## config.mk

```make
export PLATFORM = sky130hd
export DESIGN_NAME = ifu_prefetch
export DESIGN_NICKNAME = d
export VERILOG_FILES = /design/src/rtl/core_pkg.sv /design/src/rtl/fetch_fifo.sv /design/src/rtl/ifu_prefetch.sv
export SDC_FILE = /design/constraint.sdc
export NUM_CORES = 1
export LEC_CHECK = 0
export ABC_AREA = 1
export CORE_ASPECT_RATIO = 0.9
export CORE_MARGIN = 3
export CORE_UTILIZATION = 42
export CTS_BUF_LIST = sky130_fd_sc_hd__clkbuf_4 sky130_fd_sc_hd__clkbuf_8
export DETAILED_ROUTE_END_ITERATION = 6
export GPL_TIMING_DRIVEN = 0
export SKIP_CTS_REPAIR_TIMING = 1
export SYNTH_ARGS = -nofsm -noshare
export SYNTH_HDL_FRONTEND = slang
export SYNTH_SLANG_ARGS = --single-unit
```

## constraint.sdc

```tcl
create_clock -name clk -period 2.53 [get_ports clk]
set_input_delay 0.6325 -clock clk [delete_from_list [all_inputs] [get_ports clk]]
set_output_delay 0.6325 -clock clk [all_outputs]
set_load 0.01 [all_outputs]
```

## src/rtl/core_pkg.sv

```systemverilog
// Types and constants shared between the fetch unit and its prefetch buffer.
package core_pkg;

   localparam int XLEN = 32;
   localparam logic [XLEN-1:0] DEFAULT_RESET_PC = 32'h0000_0000;
   localparam logic [XLEN-1:0] NOP = 32'h0000_0013;

   typedef struct packed {
      logic [XLEN-1:0] pc;
      logic [XLEN-1:0] instr;
   } fetch_entry_t;

endpackage

```

## src/rtl/fetch_fifo.sv

```systemverilog
// Prefetch buffer: synchronous FIFO of {pc, instr} entries; flush beats push and pop.
// When empty, the head output keeps showing the last entry that was at the head.
module fetch_fifo
   import core_pkg::*;
#(
   parameter int DEPTH = 4,
   parameter int CW    = $clog2(DEPTH) + 1
) (
   input  logic                             clk,
   input  logic                             rst_n,
   input  logic                             push_i,
   input  logic [$bits(fetch_entry_t)-1:0]  entry_i,
   input  logic                             pop_i,
   input  logic                             flush_i,
   output logic [CW-1:0]                    count_o,
   output logic [$bits(fetch_entry_t)-1:0]  head_o
);

   localparam int AW = $clog2(DEPTH);

   fetch_entry_t  mem_q [DEPTH];
   fetch_entry_t  mem_d [DEPTH];
   logic [AW-1:0] wr_ptr_q, wr_ptr_d;
   logic [AW-1:0] rd_ptr_q, rd_ptr_d;
   logic [CW-1:0] cnt_q, cnt_d;
   fetch_entry_t  hold_q, hold_d;
   fetch_entry_t  head;
   logic          do_pop;

   always_comb begin
      do_pop   = pop_i & (cnt_q != '0);
      mem_d    = mem_q;
      wr_ptr_d = wr_ptr_q;
      rd_ptr_d = rd_ptr_q;
      cnt_d    = cnt_q;
      head     = (cnt_q != '0) ? mem_q[rd_ptr_q] : hold_q;
      hold_d   = head;
      if (flush_i) begin
         wr_ptr_d = '0;
         rd_ptr_d = '0;
         cnt_d    = '0;
      end else begin
         if (push_i) begin
            mem_d[wr_ptr_q] = fetch_entry_t'(entry_i);
            wr_ptr_d        = wr_ptr_q + AW'(1);
         end
         if (do_pop) begin
            rd_ptr_d = rd_ptr_q + AW'(1);
         end
         cnt_d = cnt_q + CW'(push_i) - CW'(do_pop);
      end
   end

   always_ff @(posedge clk or negedge rst_n) begin
      if (!rst_n) begin
         for (int i = 0; i < DEPTH; i++) begin
            mem_q[i] <= '0;
         end
         wr_ptr_q <= '0;
         rd_ptr_q <= '0;
         cnt_q    <= '0;
         hold_q   <= '0;
      end else begin
         mem_q    <= mem_d;
         wr_ptr_q <= wr_ptr_d;
         rd_ptr_q <= rd_ptr_d;
         cnt_q    <= cnt_d;
         hold_q   <= hold_d;
      end
   end

   assign count_o = cnt_q;
   assign head_o  = head;

endmodule

```

## src/rtl/ifu_prefetch.sv

```systemverilog
// Instruction fetch unit with a credit-limited prefetch buffer between a
// request/grant instruction memory and decode; redirects flush and squash stale responses.
module ifu_prefetch
   import core_pkg::*;
#(
   parameter int              XLEN     = core_pkg::XLEN,
   parameter int              DEPTH    = 4,
   parameter logic [XLEN-1:0] RESET_PC = core_pkg::DEFAULT_RESET_PC
) (
   input  logic            clk,
   input  logic            rst_n,
   output logic            imem_req_o,
   output logic [XLEN-1:0] imem_addr_o,
   input  logic            imem_gnt_i,
   input  logic            imem_rvalid_i,
   input  logic [XLEN-1:0] imem_rdata_i,
   input  logic            redirect_i,
   input  logic [XLEN-1:0] redirect_pc_i,
   output logic            instr_valid_o,
   input  logic            instr_ready_i,
   output logic [XLEN-1:0] instr_o,
   output logic [XLEN-1:0] instr_pc_o
);

   localparam int CW = $clog2(DEPTH) + 1;

   logic [XLEN-1:0] fetch_pc_q, fetch_pc_d;
   logic [XLEN-1:0] resp_pc_q, resp_pc_d;
   logic [CW-1:0]   live_q, live_d;
   logic [CW-1:0]   drop_q, drop_d;
   logic            run_q, run_d;
   logic [CW-1:0]   fifo_cnt;
   logic [CW:0]     credit_sum;
   logic            grant;
   logic            keep;
   logic            push;
   logic            pop;
   logic [XLEN-1:0] redirect_pc;
   fetch_entry_t    push_entry;
   fetch_entry_t    head_entry;
   logic [$bits(fetch_entry_t)-1:0] head_bits;
   logic            unused_pc_bits;

   assign unused_pc_bits = ^redirect_pc_i[1:0];
   assign redirect_pc    = {redirect_pc_i[XLEN-1:2], 2'b00};

   // Stale (dropped) requests do not hold buffer space, so only live ones count against credit.
   assign credit_sum    = {1'b0, fifo_cnt} + {1'b0, live_q};
   assign imem_req_o    = run_q & (credit_sum < (CW+1)'(DEPTH));
   assign imem_addr_o   = fetch_pc_q;
   assign grant         = imem_req_o & imem_gnt_i;
   assign keep          = imem_rvalid_i & (drop_q == '0);
   assign push          = keep & ~redirect_i;
   assign instr_valid_o = (fifo_cnt != '0);
   assign pop           = instr_valid_o & instr_ready_i & ~redirect_i;

   always_comb begin
      push_entry       = '0;
      push_entry.pc    = resp_pc_q;
      push_entry.instr = imem_rdata_i;
   end

   always_comb begin
      fetch_pc_d = fetch_pc_q;
      resp_pc_d  = resp_pc_q;
      live_d     = live_q;
      drop_d     = drop_q;
      run_d      = 1'b1;
      if (redirect_i) begin
         fetch_pc_d = redirect_pc;
         resp_pc_d  = redirect_pc;
         live_d     = '0;
         // Everything granted so far, including this cycle, is now unwanted.
         drop_d     = drop_q + live_q + CW'(grant) - CW'(imem_rvalid_i);
      end else begin
         if (grant) begin
            fetch_pc_d = fetch_pc_q + XLEN'(4);
         end
         if (push) begin
            resp_pc_d = resp_pc_q + XLEN'(4);
         end
         live_d = live_q + CW'(grant) - CW'(keep);
         drop_d = drop_q - CW'(imem_rvalid_i & ~keep);
      end
   end

   always_ff @(posedge clk or negedge rst_n) begin
      if (!rst_n) begin
         fetch_pc_q <= RESET_PC;
         resp_pc_q  <= RESET_PC;
         live_q     <= '0;
         drop_q     <= '0;
         run_q      <= 1'b0;
      end else begin
         fetch_pc_q <= fetch_pc_d;
         resp_pc_q  <= resp_pc_d;
         live_q     <= live_d;
         drop_q     <= drop_d;
         run_q      <= run_d;
      end
   end

   fetch_fifo #(
      .DEPTH (DEPTH),
      .CW    (CW)
   ) u_fifo (
      .clk     (clk),
      .rst_n   (rst_n),
      .push_i  (push),
      .entry_i (push_entry),
      .pop_i   (pop),
      .flush_i (redirect_i),
      .count_o (fifo_cnt),
      .head_o  (head_bits)
   );

   assign head_entry = fetch_entry_t'(head_bits);
   assign instr_o    = head_entry.instr;
   assign instr_pc_o = head_entry.pc;

endmodule

```

After elaboration in Yosys (flattened, before gate mapping)
Index checks and enable logic that the tools add are counted.
{ "classes": {"add_sub_neg": 13, "n_mul": 0, "n_div": 0, "order_cmp": 4, "n_eq_ne": 0, "shifts": 0, "mux": 18, "bitwise": 12, "n_reduce_logical": 7} }
{ "op_table": {"columns": ["op", "n"], "rows": [
  ["256-bit bitwise mux", 1],
  ["64-bit 2-to-1 mux", 4],
  ["64-bit binary-select mux with 2-bit select", 1],
  ["64-bit demux with 2-bit select", 1],
  ["32-bit 2-to-1 mux", 4],
  ["32-bit by 3-bit adder with 32-bit output, second input constant", 2],
  ["3-bit by 1-bit adder with 3-bit output", 3],
  ["3-bit 2-to-1 mux", 3],
  ["3-bit by 1-bit subtractor with 3-bit output", 3],
  ["2-bit 2-to-1 mux", 4],
  ["1-bit AND", 7],
  ["3-bit greater-or-equal comparator, second input constant", 2],
  ["2-bit NOT with 3-bit output", 2],
  ["2-bit nonzero test", 3],
  ["2-bit by 1-bit adder with 2-bit output, second input constant", 2],
  ["3-bit by 3-bit adder with 4-bit output", 1],
  ["4-bit by 3-bit < comparator with 1-bit output, second input constant", 1],
  ["3-bit adder", 1],
  ["1-bit by 3-bit AND with 3-bit output", 1],
  ["3-bit logical NOT", 1],
  ["3-bit by 1-bit < comparator with 1-bit output, second input constant", 1],
  ["1-bit NOT with 3-bit output", 1],
  ["3-bit nonzero test", 1],
  ["3-bit subtractor", 1],
  ["other kinds (3)", 3]
]} }
{ "totals": {"reg_bits": 398, "latch_bits": 0, "mem_bits_rw": 0, "mem_bits_ro": 0, "inputBits": 70, "output_inout_bits": 98, "wordCells": 72, "memories": 0} }

Depth between registers and ports, before layout
Gate-level depths: netlist (run 1).
{ "logic_depth": {"word_depth": 7, "depth_mapped": 12, "depth_no_buf": 12} }

Hierarchy
A second synthesis (run 1) with hierarchy kept.
{ "hier_totals": {"cells_unflattened": 2687, "area_unflattened_um2": 19844.0} }
{ "modules_own_cells": {"columns": ["mod", "instances", "cells_per_inst", "area_each_um2", "seq_area_each_um2"], "rows": [
  ["fetch_fifo", 1, 1962, 15051.9, 8182.8],
  ["ifu_prefetch", 1, 725, 4792.1, 1676.6]
]} }

Worst setup path before layout (run 1)
No wires, ideal clock.
{ "synth_path": {"kind": "input to register", "start": "input port redirect_i", "end": "register u_fifo.cnt_q[2], in the netlist u_fifo.count_o[2]", "setup_time_ns": 0.124, "t_arrival_ns": 2.255, "required_time_ns": 2.406, "path_slack_ns": 0.151, "path_stages": 10, "path_buffers": 2, "cell_sequence": "buf_2 clkbuf_1 nor2_1 ha_1 inv_1 ha_1 inv_1 fa_1 o21ai_0 a21oi_1"} }
{ "synth_via": {"elab_chain_cells": 5, "elab_cells_between_ends": 7, "classes_between": "2 x add/sub; 1 x mux; 4 x bitwise"} }
{ "synth_lines": {"columns": ["element", "line_no", "rtl"], "rows": [
  ["start, declared", "ifu_prefetch.sv:17", "input logic redirect_i,"],
  ["1-bit NOT (no line)", null, null],
  ["1-bit AND (on tied branches)", "ifu_prefetch.sv:53, ifu_prefetch.sv:55", null],
  ["3-bit by 1-bit adder with 3-bit output or 1-bit AND (tied branches)", "fetch_fifo.sv:50, fetch_fifo.sv:31", null],
  ["3-bit by 1-bit subtractor with 3-bit output", "fetch_fifo.sv:50", "cnt_d = cnt_q + CW'(push_i) - CW'(do_pop);"],
  ["3-bit 2-to-1 mux (*)", "fetch_fifo.sv:38", "if (flush_i) begin"],
  ["via u_fifo.cnt_d[2]", "fetch_fifo.sv:25", "logic [CW-1:0] cnt_q, cnt_d;"],
  ["end signal, assigned", "fetch_fifo.sv:67", "cnt_q <= cnt_d;"],
  ["end, declared", "fetch_fifo.sv:25", null]
]} }
Mark *: on every way through the listed nets, which the timed path passes. The rest lies on a longest branch.
A chain may end at the register's enable or synchronous reset.

Worst setup path in the final report (run 1)
{ "layout_path": {"start": "register u_fifo.rd_ptr_q[0]", "end": "output port instr_pc_o[16]"} }
{ "layout_via": {"elab_chain_cells": 5} }
{ "layout_lines": {"columns": ["element", "line_no", "rtl"], "rows": [
  ["start, declared", "fetch_fifo.sv:24", "logic [AW-1:0] rd_ptr_q, rd_ptr_d;"],
  ["start signal, assigned", "fetch_fifo.sv:66", "rd_ptr_q <= rd_ptr_d;"],
  ["2-bit NOT with 3-bit output (not written as such)", "fetch_fifo.sv:36", "head = (cnt_q != '0) ? mem_q[rd_ptr_q] : hold_q;"],
  ["64-bit binary-select mux with 2-bit select", "fetch_fifo.sv:36", null],
  ["64-bit 2-to-1 mux (not written as such) (2 in a row)", "fetch_fifo.sv:36", null],
  ["64-bit 2-to-1 mux", "fetch_fifo.sv:36", null],
  ["end, declared", "ifu_prefetch.sv:22", "output logic [XLEN-1:0] instr_pc_o"]
]} }
Every way passes these cells. The select of a mux whose other input is x is not followed.

==> impl_metrics.tcl, run 1 <==
set metrics [dict create \
    outcome "finished with violations" \
    violations "setup timing" \
    fin_crit_ps 2847 \
    maxSlewViolCount 0 \
    seq_area_frac_synth_pct 53.17 \
    grt-ovfl-total 0 \
    crit_fanout 10 \
    postPlaceCellArea_um2 20560 \
    pin_count 168 \
    clock_skew_ps 23.48 \
    yosys_warnings 0 \
    synth_cell_types 40 \
    leakagePower_nw 10.35 \
    postRouteAntennaNets 0 \
    ys_async_sr_fraction_pct 100.0 \
    cts_buffer_depth 3 \
    cap_violations 0 \
    crit_type "reg -> out" \
    area_delta_synth_final_pct 23.13 \
    dieWidth_um 225.2 \
    antenna_found_initial 0 \
    die_y_um 203.3 \
    firstDrtPassIters 5 \
    power_density_nw_per_um2 1137 \
    ff_latch_area_um2 9662 \
    fmax_mhz 351.2 \
    n_antenna_cell 0 \
    relSlewSlack_pct 51.50 \
    routabilityCongestion 0.8729 \
    rows 71 \
    ir_worst_vdd_mv 0.3941 \
    yosys-top-cells-area "dfrtp_1 (53%), nand2_1 (9.4%), nor2_1 (8.0%), o21ai_1 (6.6%), o21ai_0 (4.7%)" \
    synth_ff_type "dfrtp_1" \
    grt_pass1_vias 15770 \
    fin_ws_ps -317.0 \
    core-area_um2 42290 \
    nFillCells 4028 \
    cts_sinks 386 \
    grt.total_usage_pct 24.84 \
    clk_pin_slew_ps 60 \
    synth.cell_area_um2 18170 \
    avgSynthCellArea_um2 8.295 \
    die_area_um2 45790 \
    num_vias 16070 \
    io_buffers 162 \
    routed_wl_mm 56.45 \
    crit_path_end_kind "output port" \
    htreeDepth 3 \
    cts-root-buf "clkbuf_8" \
    drcViolationCount 0 \
    nNetsFinal 2530 \
    grt_max_degree 122 \
    clkLatencyLatePin_ps 620 \
    setup_violations 65 \
    hold_class "in -> async" \
    hpwl_mm 39.55 \
    cts_buffers 69 \
    cp_data_arrival_time_ps 2210 \
    hold_viol_final 0 \
    synth_edf_count 0 \
    fin_setup_tns_ps -13800 \
    via_per_inst 5.317 \
    synth_common_cells "nand2_1 (453), nor2_1 (387), dfrtp_1 (386), o21ai_1 (240), o21ai_0 (170)" \
    design_area_um2 22370 \
    layout-drive-gt1-share_pct 14.14 \
    grt_pass1_wl_mm 89.46 \
    multi_input_area_um2 7506 \
    rsz0062_at_grt "true" \
    hold_ws_ps 10.84 \
    post-synth-top-count-cell "nand2_1" \
    synth_top_area_share_pct 53.17 \
    cts_tree "done" \
    period_share_pct 112.5 \
    start_kind "flop" \
    wl_per_cell_um 18.67 \
    ys_seq_elements 386 \
    synth_top_area_cell "dfrtp_1" \
    start_util_pct 42.96 \
    required_ps 1900 \
    netlist_instances 2190 \
    drt_iter0_drc 1245 \
    tightestPinTransition_ps 727.5 \
]
-- placed cells by master (no fill, tap or decap), drive strengths merged --
master           n
dfrtp          386
clkinvlp         1
a31oi           64
o211ai          18
buf            137
mux2             1
nor3            10
nand2          465
inv            144
o21bai          10
nand4            7
nor2           401
clkdlybuf4s50   96
xor2            20
nand3           71
a22oi            1
conb             3
o22ai            1
a21oi           22
dlymetal6s2s    18
ha              16
clkinv           3
xnor2            6
fa               4
o21ai          412
o221ai           3
clkbuf         156
-- kinds of logic (layout without fill, tap and decap cells) --
kind of cell	Yosys count	count (layout)	share of synthesized area (%)
xor+xnor	26	26	1.254
mux	1	1	0.06198
compound gates	531	531	15.60
other cells	2	3	0.04134
fa+ha+maj	20	20	1.543
buf+inv	270	555	7.025
flops	386	386	53.17
simple gates	954	954	21.30
-- state kept, by name (all words and copies together), names as in the netlist --
signal,flops
u_fifo.hold_q,64
u_fifo.rd_ptr_q,2
u_fifo.count_o,3
live_q,3
drop_q,3
imem_addr_o,30
u_fifo.mem_q,248
u_fifo.wr_ptr_q,2
run_q,1
resp_pc_q,30
-- layer usage --
layer / GRT usage, % / vias up / share of wire (%)
li1: - / 7638 / -
met1: 35.39 / 7851 / 46
met2: 38.74 / 503 / 46
met3: 4.937 / 80 / 6.1
met4: 7.216 / 0 / 1.9
met5: 0 / - / 0
-- worst paths after layout --
check                                   startpoint                 to  slack, ps  cells past startpoint
worst max-delay path            u_fifo.rd_ptr_q[0]     instr_pc_o[16]       -320                      7
worst min-delay path                         rst_n  u_fifo.mem_q[182]         10                      1
worst max register to register           live_q[1]          drop_q[2]         10                     12
worst min register to register     u_fifo.mem_q[3]    u_fifo.mem_q[3]        480                      2
max in group asynchronous                    rst_n  u_fifo.hold_q[28]       1080                      3
min in group clk                   u_fifo.mem_q[3]    u_fifo.mem_q[3]        480                      2
-- stage by stage --
step           std cells  worst slack, ps  power (mW)  utilization, %
2_1_floorplan       2191            150.9       14.41               -
3_3_place_gp        2900           -16620       19.04           48.42
3_5_place_dp        2903           -820.1       19.20           48.63
4_1_cts             3010            -1501       25.05           51.78
5_1_grt             3023           -411.8       27.17           52.90
6_report            3023           -317.0       25.44           52.90
-- worst max-delay path: stages (launching register included) --
cell and delay, ps:
dfrtp_1 400, buf_12 160, inv_6 120, buf_12 150, buf_6 150, o21ai_0 160, a31oi_4 270, clkbuf_2 180
-- power by group --
part	switching, mW	internal [mW]
sequential	1.01	8.03
combinational	6.26	4.38
clock	2.50	3.27
-- layout make-up --
type	count	share of cell area, %
well taps	547	3.060
plain buffers	124	4.492
clock inverters	2	0.05594
repair buffers	178	7.255
multi-input cells	1535	33.56
inverters	146	2.484
flip-flops and latches	386	43.20
clock buffers	105	5.901
Power figures use the tool's default switching activity.
==> run 2, diff against run 1 <==
- GPL_ROUTABILITY_DRIVEN: not set -> 0
==> run 2 against run 1 <==
Net effect:
- the run ends with hold timing, setup timing left
- sequential share of layout area fell by 1.8 points
- combinational power is 16% higher
- clock-buffer cell count increased by 5
- flip-flop and latch count did not move
- clock power grew 5.4%
- non-clock buffer count up 21
- cell area up 4.3%
- clock skew increased by 2.1 ps
- critical path depth grew 1
==> impl_metrics.tcl, run 2 (synthesized netlist as in run 1, its figures left out) <==
set metrics [dict create \
    outcome "finished with violations" \
    violations "hold timing, setup timing" \
    r2r_end "live_q[2]" \
    cts_sinks 386 \
    drt_iter0_drc 1262 \
    nNetsFinal 2551 \
    clk_pin_slew_ps 60 \
    dieWidth_um 225.2 \
    postRouteAntennaNets 0 \
    required_ps 1900 \
    setup_violations 63 \
    tightestPinTransition_ps 664.8 \
    start_kind "flop" \
    firstDrtPassIters 5 \
    fmax_mhz 354.6 \
    maxSlewViolCount 0 \
    via_per_inst 5.380 \
    layout-drive-gt1-share_pct 19.39 \
    htreeDepth 3 \
    power_density_nw_per_um2 1183 \
    leakagePower_nw 10.53 \
    grt_pass1_vias 15960 \
    r2r_cells 13 \
    grt_max_degree 117 \
    antenna_found_initial 0 \
    design_area_um2 23330 \
    drcViolationCount 0 \
    grt.total_usage_pct 24.78 \
    largest_register_ff_count 248 \
    crit_path_end_kind "output port" \
    cts_buffer_depth 3 \
    start_util_pct 42.96 \
    hold_ws_ps -17.30 \
    grt-ovfl-total 0 \
    cp_data_arrival_time_ps 2190 \
    cts_buffers 69 \
    rows 71 \
    crit_fanout 7 \
    die_y_um 203.3 \
    clkLatencyLatePin_ps 620 \
    ir_worst_vdd_mv 0.4521 \
    cap_violations 0 \
    clock_skew_ps 25.60 \
    io_buffers 162 \
    grt_pass1_wl_mm 89.73 \
    wl_per_cell_um 18.82 \
    n_antenna_cell 0 \
    final_cell_mix "nand2_1 (452), dfrtp_1 (383), nor2_1 (337)" \
    path_cells "buf_12, buf_16, clkbuf_16, nor2_4, nor2_1, o21ai_1, a31oi_1, buf_2" \
    p_total_mw 27.60 \
    period_share_pct 111.5 \
    top_register "u_fifo.mem_q" \
    relSlewSlack_pct 55.68 \
    die_area_um2 45790 \
    pin_count 168 \
    crit_path_top_delay_cell "dfrtp_2" \
    hold_viol_final 7 \
    cts-root-buf "clkbuf_8" \
    hold_class "in -> async" \
    fin_crit_ps 2820 \
    slowest_delay_ps 420 \
    hpwl_mm 39.11 \
    cts_tree "done" \
    routed_wl_mm 57.48 \
    top_regs "u_fifo.mem_q x248, u_fifo.hold_q x64" \
    reg2reg_from "u_fifo.count_o[2]" \
    rsz0062_at_grt "true" \
    fin_ws_ps -289.9 \
    critPathLaunch "u_fifo.rd_ptr_q[0]" \
    layout_commonest_cell "nand2_1" \
    r2r_setup_slack_ps 90 \
    postPlaceCellArea_um2 20560 \
    core-area_um2 42290 \
    crit_type "reg -> out" \
    area_delta_synth_final_pct 28.42 \
    num_vias 16430 \
]
[run 2: cell types whose count changed in the layout (fill, tap and decap cells not counted), moves of 9 or more]
cell            delta
o21ai_2           +20
o21ai_1           +47
nor2_4            +19
dlymetal6s2s_1    -16
buf_4             +15
nor2_1            -47
clkbuf_2          -11
buf_6              +9
a31oi_1           -18
clkbuf_16          +9
o21ai_0           -67
a31oi_4           +10
nor2_2            +28
[run 2: stage by stage]
step | worst slack (ps) | setup TNS [ps] | instances | utilization, %
after global placement | -16710 | -6468820 | 2900 | 48.42
after global routing | -378.0 | -19430 | 3054 | 55.17
after detailed placement | -880.7 | -56660 | 2903 | 48.63
after CTS | -1560 | -82930 | 3020 | 52.02
after floorplan | 150.9 | 0 | 2191 | -
final | -289.9 | -13160 | 3054 | 55.17
[run 2: power by group]
group          internal, mW  leakage [nW]  switching, mW
Combinational          5.38          4.76           6.96
Clock                  3.47         0.762           2.61
Sequential             8.03          5.01           1.14
[run 2: critical path, delay by kind of cell (launching register included)]
family	cells	cell delay (ps)
flip-flops	1	420
AND/OR/NAND/NOR	2	130
AO/OA/AOI/OAI	2	360
buffers and inverters	4	650
[run 2: layout make-up]
cell class	instances	area, µm²
clock inverter	7	40.04
fill	3911	18960
clock buffer	110	1395
sequential	386	9663
inverter	146	563.0
tap	547	684.4
multi-input combinational	1535	8005
timing repair buffer	199	1889
buffer	124	1090
[run 2: how the worst max path moves through the flow]
stage,to,slack (ps),depth (start not counted)
after floorplan,u_fifo.count_o[2],150,10
after global placement,u_fifo.hold_q[30],-16710,1
after detailed placement,instr_pc_o[16],-880,7
after CTS,instr_pc_o[16],-1560,7
after global routing,instr_o[6],-380,8
final,instr_o[6],-290,8
[run 2: layer usage]
| layer | up-vias | track usage, % | wire, µm |
|---|---|---|---|
| li1 | 7706 | - | - |
| met1 | 8067 | 35.53 | 26030 |
| met2 | 564 | 38.79 | 26660 |
| met3 | 94 | 4.476 | 3563 |
| met4 | 0 | 7.080 | 1230 |
| met5 | - | 0 | 0 |
==> run 3, diff against run 2 <==
- CTS_CLUSTER_DIAMETER: not set -> 200
==> results of run 3 <==
Same layout as run 2: the final DEF is identical, and so are final timing and power.
